===== src/rtl/rx_link_fault_detect.sv =====
// rx_link_fault_detect: Reconciliation-sublayer link fault monitor.
// Watches the raw 64-bit XGMII receive stream (two columns per cycle) for
// Sequence ordered sets and maintains the 2-bit link_fault status using the
// Clause 46 counting rules. Column A (lanes 0-3) is processed before column B
// (lanes 4-7) within each cycle, so B sees the state A left behind.
module rx_link_fault_detect #(
  parameter int COL_WINDOW = 128,
  parameter int SEQ_THRESH = 4
) (
  input  logic        rxclk,
  input  logic        reset,
  input  logic [63:0] rxd64,
  input  logic [7:0]  rxc8,
  output logic [1:0]  link_fault,
  output logic        fault_change,
  output logic        seq_seen
);

  // Column counter is wide enough to reach COL_WINDOW-1; the sequence counter
  // only has to hold 0..SEQ_THRESH because it saturates.
  localparam int CW = (COL_WINDOW > 2) ? $clog2(COL_WINDOW) : 1;
  localparam int SW = $clog2(SEQ_THRESH + 1);

  localparam logic [CW-1:0] COL_LAST   = CW'(COL_WINDOW - 1);
  localparam logic [SW-1:0] SEQ_MAX    = SW'(SEQ_THRESH);
  localparam logic [SW-1:0] SEQ_ONE    = SW'(1);
  localparam logic [CW-1:0] COL_ONE    = CW'(1);

  // Status FSM; the encoding is the link_fault output value itself.
  typedef enum logic [1:0] {
    LF_OK     = 2'b00,
    LF_LOCAL  = 2'b10,
    LF_REMOTE = 2'b11
  } fault_state_t;

  // Decode of one XGMII column.
  typedef struct packed {
    logic is_seq;    // valid Sequence ordered set
    logic seq_type;  // 0 = local fault, 1 = remote fault
  } col_dec_t;

  // Complete counting state carried from column to column.
  typedef struct packed {
    logic [CW-1:0] col_cnt;
    logic [SW-1:0] seq_cnt;
    logic          last_type;
    fault_state_t  link_fault;
  } mon_state_t;

  // Recognise a Sequence column: lane0 = control 0x9C, lanes 1-3 data,
  // lane1 = lane2 = 0x00, lane3 selects local (0x01) or remote (0x02).
  function automatic col_dec_t decode_col(input logic [31:0] d, input logic [3:0] c);
    col_dec_t r;
    r = '0;
    if ((c == 4'b0001) && (d[7:0] == 8'h9C) && (d[15:8] == 8'h00) && (d[23:16] == 8'h00)) begin
      case (d[31:24])
        8'h01: begin
          r.is_seq   = 1'b1;
          r.seq_type = 1'b0;
        end
        8'h02: begin
          r.is_seq   = 1'b1;
          r.seq_type = 1'b1;
        end
        default: begin
          r = '0;
        end
      endcase
    end else begin
      r = '0;
    end
    return r;
  endfunction

  // Apply the counting rules for one column to the running state.
  function automatic mon_state_t step_col(input mon_state_t s, input col_dec_t col);
    mon_state_t    n;
    logic [CW-1:0] col_nxt;
    n       = s;
    col_nxt = s.col_cnt + COL_ONE;
    if (col.is_seq) begin
      // Any Sequence restarts the idle window.
      n.col_cnt = '0;
      if ((s.seq_cnt != '0) && (col.seq_type == s.last_type)) begin
        if (s.seq_cnt >= SEQ_MAX) begin
          n.seq_cnt = SEQ_MAX;
        end else begin
          n.seq_cnt = s.seq_cnt + SEQ_ONE;
        end
      end else begin
        // New or different type: restart the run but keep the current status.
        n.seq_cnt   = SEQ_ONE;
        n.last_type = col.seq_type;
      end
      if (n.seq_cnt == SEQ_MAX) begin
        n.link_fault = n.last_type ? LF_REMOTE : LF_LOCAL;
      end else begin
        n.link_fault = s.link_fault;
      end
    end else begin
      if (col_nxt == COL_LAST) begin
        // Window expired without a Sequence: drop count and clear the fault.
        n.col_cnt    = '0;
        n.seq_cnt    = '0;
        n.link_fault = LF_OK;
      end else begin
        n.col_cnt    = col_nxt;
        n.link_fault = s.link_fault;
      end
    end
    return n;
  endfunction

  logic [CW-1:0] col_cnt_q,      col_cnt_d;
  logic [SW-1:0] seq_cnt_q,      seq_cnt_d;
  logic          last_type_q,    last_type_d;
  fault_state_t  link_fault_q,   link_fault_d;
  logic          fault_change_q, fault_change_d;
  logic          seq_seen_q,     seq_seen_d;

  col_dec_t   dec_a_s;
  col_dec_t   dec_b_s;
  mon_state_t st_cur_s;
  mon_state_t st_a_s;
  mon_state_t st_b_s;

  // Evaluate column A then column B and derive the next register values.
  always_comb begin
    dec_a_s  = decode_col(rxd64[31:0],  rxc8[3:0]);
    dec_b_s  = decode_col(rxd64[63:32], rxc8[7:4]);

    st_cur_s.col_cnt    = col_cnt_q;
    st_cur_s.seq_cnt    = seq_cnt_q;
    st_cur_s.last_type  = last_type_q;
    st_cur_s.link_fault = link_fault_q;

    st_a_s = step_col(st_cur_s, dec_a_s);
    st_b_s = step_col(st_a_s,   dec_b_s);

    col_cnt_d      = st_b_s.col_cnt;
    seq_cnt_d      = st_b_s.seq_cnt;
    last_type_d    = st_b_s.last_type;
    link_fault_d   = st_b_s.link_fault;
    fault_change_d = (st_b_s.link_fault != link_fault_q);
    seq_seen_d     = dec_a_s.is_seq | dec_b_s.is_seq;
  end

  // State and registered status outputs; reset discards any partial count.
  always_ff @(posedge rxclk or posedge reset) begin
    if (reset) begin
      col_cnt_q      <= '0;
      seq_cnt_q      <= '0;
      last_type_q    <= 1'b0;
      link_fault_q   <= LF_OK;
      fault_change_q <= 1'b0;
      seq_seen_q     <= 1'b0;
    end else begin
      col_cnt_q      <= col_cnt_d;
      seq_cnt_q      <= seq_cnt_d;
      last_type_q    <= last_type_d;
      link_fault_q   <= link_fault_d;
      fault_change_q <= fault_change_d;
      seq_seen_q     <= seq_seen_d;
    end
  end

  assign link_fault   = link_fault_q;
  assign fault_change = fault_change_q;
  assign seq_seen     = seq_seen_q;

endmodule


===== config.mk =====
export PLATFORM = sky130hd
export DESIGN_NAME = rx_link_fault_detect
export DESIGN_NICKNAME = d
export VERILOG_FILES = /design/src/rtl/rx_link_fault_detect.sv
export SDC_FILE = /design/constraint.sdc
export NUM_CORES = 1
export LEC_CHECK = 0
export ABC_AREA = 1
export ABC_CLOCK_PERIOD_IN_PS = 3000
export CORE_MARGIN = 4
export CORE_UTILIZATION = 44
export DETAILED_ROUTE_END_ITERATION = 8
export GPL_TIMING_DRIVEN = 0
export PLACE_DENSITY_LB_ADDON = 0.3
export SYNTH_ARGS = -nofsm -noshare
export SYNTH_HDL_FRONTEND = slang
export SYNTH_SLANG_ARGS = --single-unit

===== constraint.sdc =====
create_clock -name rxclk -period 3 [get_ports rxclk]
set_input_delay 0.3 -clock rxclk [delete_from_list [all_inputs] [get_ports rxclk]]
set_output_delay 0.3 -clock rxclk [all_outputs]
set_load 0.01 [all_outputs]

Word level (Yosys, flattened, before mapping)
Index checks and enable logic that the tools add are counted.

word-level totals
  register bits = 15
  word-level logic and storage cells = 72

operators by class
  order comparisons = 2
  reduce and logical (&&, ||, !) cells = 14
  mux-type cells = 30
  equality and inequality tests = 15
  $add $sub $neg = 4
  bitwise logic cells = 1

operators by type and width
  operator             number
  $logic_not 8->1      4
  $mux 3               8
  $mux 10              2
  $eq 8x1->1 const B   2
  $eq 8x2->1 const B   2
  $eq 8x8->1 const B   2
  $mux 2               8
  $add 7x1->7 const B  2
  $eq 7x7->1 const B   2
  $mux 7               2
  $eq 4x1->1 const B   2
  $logic_and 1x1->1    8
  $mux 1               8
  $pmux 2 s2           2
  $add 3x1->3 const B  2
  $eq 3x3->1 const B   2
  $ge 3x3->1 const B   2
  $reduce_bool 3->1    2
  $eq 1x1->1           2
  $ne 2x2->1           1
  $or 1x1->1           1

Logic depth before layout (Yosys ltp)
  word-level depth = 18
  gate-level depth with buffers = 22
  mapped depth without buffers = 22

Worst setup path before layout
No wires, ideal clock.

  kind = flip-flop to flip-flop
  start = register col_cnt_q[0]
  end = register fault_change_q (netlist: fault_change)
  path slack = 0.405 ns
  data arrival time = 2.471 ns
  library setup time = 0.124 ns
  path buffers = 0
  period minus slack after synthesis = 2.595 ns
  stages on the path, launching flop included = 19
  cells stage by stage = dfrtp_1 > ha_1 > xor2_1 > nand2_1 > nor2_4 > nand2_8 > nand2_4 > nor2_1 > ha_1 > nand4_2 > nand2_2 > nor2_1 > nand3_1 > nor2_2 > nand4_1 > nand2_1 > nand2_1 > nand2_1 > nand3_1

on the way
  cells in the longest elaborated chain, start to end = 12
  elaborated cells on any way between the ends = 24
  those cells by class = add/sub (3); order compare (1); eq/ne (4); mux (14); reduce/logical (2)

ends and longest elaborated chain
  what                                         RTL line  source
  start: declaration                           114       logic [CW-1:0] col_cnt_q, col_cnt_d;
  start signal: assignment                     158       col_cnt_q <= col_cnt_d;
  $add 7x1->7 *                                80        col_nxt = s.col_cnt + COL_ONE;
  $eq 7x7->1                                   101       if (col_nxt == COL_LAST) begin
  $mux 3                                       101
  $mux 10                                      81        if (col.is_seq) begin
  $add 3x1->3, or another cell as far along    88        n.seq_cnt = s.seq_cnt + SEQ_ONE;
  $mux 3 or $logic_and 1x1->1 (tied branches)  85, 84
  $mux 3 or $mux 1 (tied branches)             84        if ((s.seq_cnt != '0) && (col.seq_type == s.last_type)) begin
  $mux 3 or $mux 1 (tied branches)             81
  $eq 3x3->1 or $mux 1 (tied branches)         95, 96
  $mux 2                                       95        if (n.seq_cnt == SEQ_MAX) begin
  $mux 2 *                                     81
  $ne 2x2->1 *                                 144       fault_change_d = (st_b_s.link_fault != link_fault_q);
  net fault_change_d                           118       logic fault_change_q, fault_change_d;
  end signal: assignment                       162       fault_change_q <= fault_change_d;
  end: declaration                             118

The timed path passes the listed nets; every way through them passes the cells marked *. The select of a mux whose other input is x is not followed.

Worst setup path after layout
Ends and elaborated chain as after synthesis.

==> results.md <==
- Outcome: completed
- Seq/Total Area, Yosys: 19.7%
- Clock skew: 0.00556 ns
- Synth warnings: 0
- Layout area overhead: 53.5%
- Clk root buf: clkbuf_8
- Net switching power figure: 325 uW
- Comb power frac: 49.8%
- Area after DPL: 2730 um2
- Clk_lat worst skew: 0.26 ns
- Clock share of power: 20.9%
- Cell chain of the critical path: ha_4 -> nand3_1 -> nand2_1 -> nand2_1 -> inv_1 -> nand2_1 -> nor2_4 -> nand2_8 -> nand2_8 -> nor2_4 -> ha_4 -> nand4_2 -> nand2_2 -> nor2_1 -> nand3_1 -> nor2_2 -> nand4_1 -> nand2_1 -> nand2_1 -> nand2_1 -> nand3_1
- Syn Area/Cell: 5.66 um2
- Die ar.: 5430 um2
- Cell area after layout: 2920 um2
- Vias in the first global route: 2284
- Hpwl dp: 4.44 mm
- # DRC: 0
- Final-report hold violation count: 0
- Yosys reg bits: 15
- Switch share: 38.5%
- Hold WC Path Type: primary input to async pin
- Worst-Margin Slew: 0.628 ns
- Crit Reg-Reg Startpoint: col_cnt_q[0]$_DFF_PP0_
- CP required: 3.14 ns
- Worst Path Max Fanout: 10
- Fin util: 71.4%
- Core area: 4090 um2
- Share of post-route cells with drive strength above 1: 9.93%
- GRT Overall Usage: 20.5%
- Pleak: 0.00138 uW
- Cells after Synth: 336
- Final period util: 94.2%
- Final setup fails: 0
- H-tree Lvls: 1
- Die W: 73.7 um
- Most used DFF post-synth: dfrtp_1
- Cell family with most CP delay: simple AND/OR/NAND/NOR gates
- Buffers and inverters on the worst path: 1
- Crit. End Element: register
- Worst-path clk slew: 0.07 ns
- Fin cells: 473
- Num ports: 78
- Max clock buf depth: 2
- First-pass GRT wire length: 9.03 mm
- Rows: 23
- R2r endpoint: fault_change$_DFF_PP0_
- Total stage count of the critical path: 21
- Overall Power: 845 uW
- R2R depth: 21
- Max Slew Vio Count: 0
- Fin nets: 506
- Most common cell on crit path: nand2_1
- Initial Utilization: 46.5%
- Slew HR: 58.1%
- Ant diodes: 0
- Initial DRC count: 143
- CP max stage cell: dfrtp_2
- CTS tree: yes
- Initial antenna violation count: 0
- Synthesized area: 1900 um2
- R2r setup slk: 0.17 ns
- Routed WL: 5.62 mm
- Tmin final: 2.83 ns
- Crit path launch type: register
- Sequential Power Share: 29.2%
- Placed Cells: 463
- Placer Congestion: 0.869
- # fillers: 344
- Post-route ant nets: 0
- First-pass DRT Iterations: 4
- Critical Path Sink: fault_change$_DFF_PP0_
- Vias/cell: 5.03
- Delay of the slowest cell on the worst path: 0.44 ns
- Port bufs: 77
- FMAX: 0.354 GHz
- Crit path kind: register to register
- GR Overflow Total: 0
- Syn_nets: 418
- Num CTS Buffers: 3
- Internal: 520 uW
- Wire per inst: 11.9 um
- Worst ir drop on vdd: 0.246 mV
- Arr. time, crit path: 2.96 ns
- CTS Sinks: 15
- Distinct cells, synth: 31
- Largest net degree at the start of global routing: 16
- Async SR Flop Fraction: 100%
- Die Span Y: 73.7 um
- CP Launch Point: col_cnt_q[0]$_DFF_PP0_
- Number of synthesized flops with an enable pin: 0
- Total power divided by cell area: 290 nW/um2
- Via count: 2378
- Max-Cap Viols: 0
[layout by cell type (no fill, tap or decap), types with 6 or more instances in the layout]
cell type	instances
inv_1	67
nor4_1	10
nand2_1	82
a21oi_1	6
ha_1	6
clkdlybuf4s50_1	77
nand3_1	29
nand4_1	15
dfrtp_1	14
nor2_1	57
buf_4	6
[how the worst min path moves through the flow]
stage	end	slack (ns)	cells after the start
after floorplan	col_cnt_q[0]$_DFF_PP0_	0.20	1
after global placement	fault_change$_DFF_PP0_	0.58	2
after detailed placement	fault_change$_DFF_PP0_	0.57	2
after CTS	link_fault[1]$_DFF_PP0_	0.44	2
after global routing	link_fault[1]$_DFF_PP0_	0.47	2
final	link_fault[1]$_DFF_PP0_	0.41	2
[metal layers]
metal / wire length [um] / share of wire (%) / up-vias / global-route usage [%]
met5: 0 / 0 / - / 0
met4: 113 / 2.0 / 0 / 6.64
met3: 417 / 7.4 / 11 / 2.33
met2: 2970 / 53 / 83 / 39.2
met1: 2120 / 38 / 1041 / 23.1
li1: - / - / 1243 / -
[cell usage after synthesis (all sizes together), types with 3 or more instances]
master  count  area share, %
nor4       10            3.3
o21ai       8            2.3
nand4      16            5.6
nor3        4            1.6
a21oi       6            1.6
o22ai       3           0.99
nand3      32            9.0
dfrtp      15             20
nor2       67             14
ha          8            5.3
inv        69             14
nand2      88             19
[state kept, by name (all words and copies together) (netlist names)]
register and cells:
col_cnt_q 7, link_fault 2, last_type_q 1, seq_seen 1, fault_change 1, seq_cnt_q 3
[final cells by class]
class	count	area (um2)	share of cell area [%]
clock inverters	1	5.00	0.172
multi-input cells	250	1350	46.2
repair buffers	83	816	28.0
well taps	50	62.6	2.15
flip-flops and latches	15	377	12.9
inverters	71	267	9.14
clock buffers	3	41.3	1.42
[cell families (layout without fill, tap and decap cells)]
group,after synthesis,in the layout,synth area share [%]
fa+ha+maj,8,8,5.27
xor+xnor,2,2,0.922
flops,15,15,19.7
simple gates,220,220,53.8
compound gates,20,20,6.25
buf+inv,71,158,14.0
[through the flow]
step	TNS (ns)	hold WS, ns	worst slack, ns
after floorplan	0	0.201	0.405
after global placement	-1.77	0.576	-0.196
after detailed placement	-2.37	0.566	-0.240
after CTS	0	0.443	0.0361
after global routing	-0.0881	0.465	-0.0881
final	0	0.412	0.175
[power by group through the flow]
| stage | clock (uW) | combinational (uW) | sequential, uW |
|---|---|---|---|
| 3_5_place_dp | 0 | 371 | 248 |
| 5_1_grt | 183 | 472 | 250 |
| 2_1_floorplan | 0 | 224 | 243 |
| 4_1_cts | 173 | 378 | 245 |
| 6_report | 177 | 421 | 247 |
| 3_3_place_gp | 0 | 359 | 246 |
[what timing repair did]
action                                  4_1_cts  5_1_grt
buffers inserted                              0        6
gates resized for setup                       4       16
pin swaps                                     0        5
hold buffers                                  0        0
endpoints found under the setup margin        3       13
No activity file was read; power rests on OpenSTA's default activity.
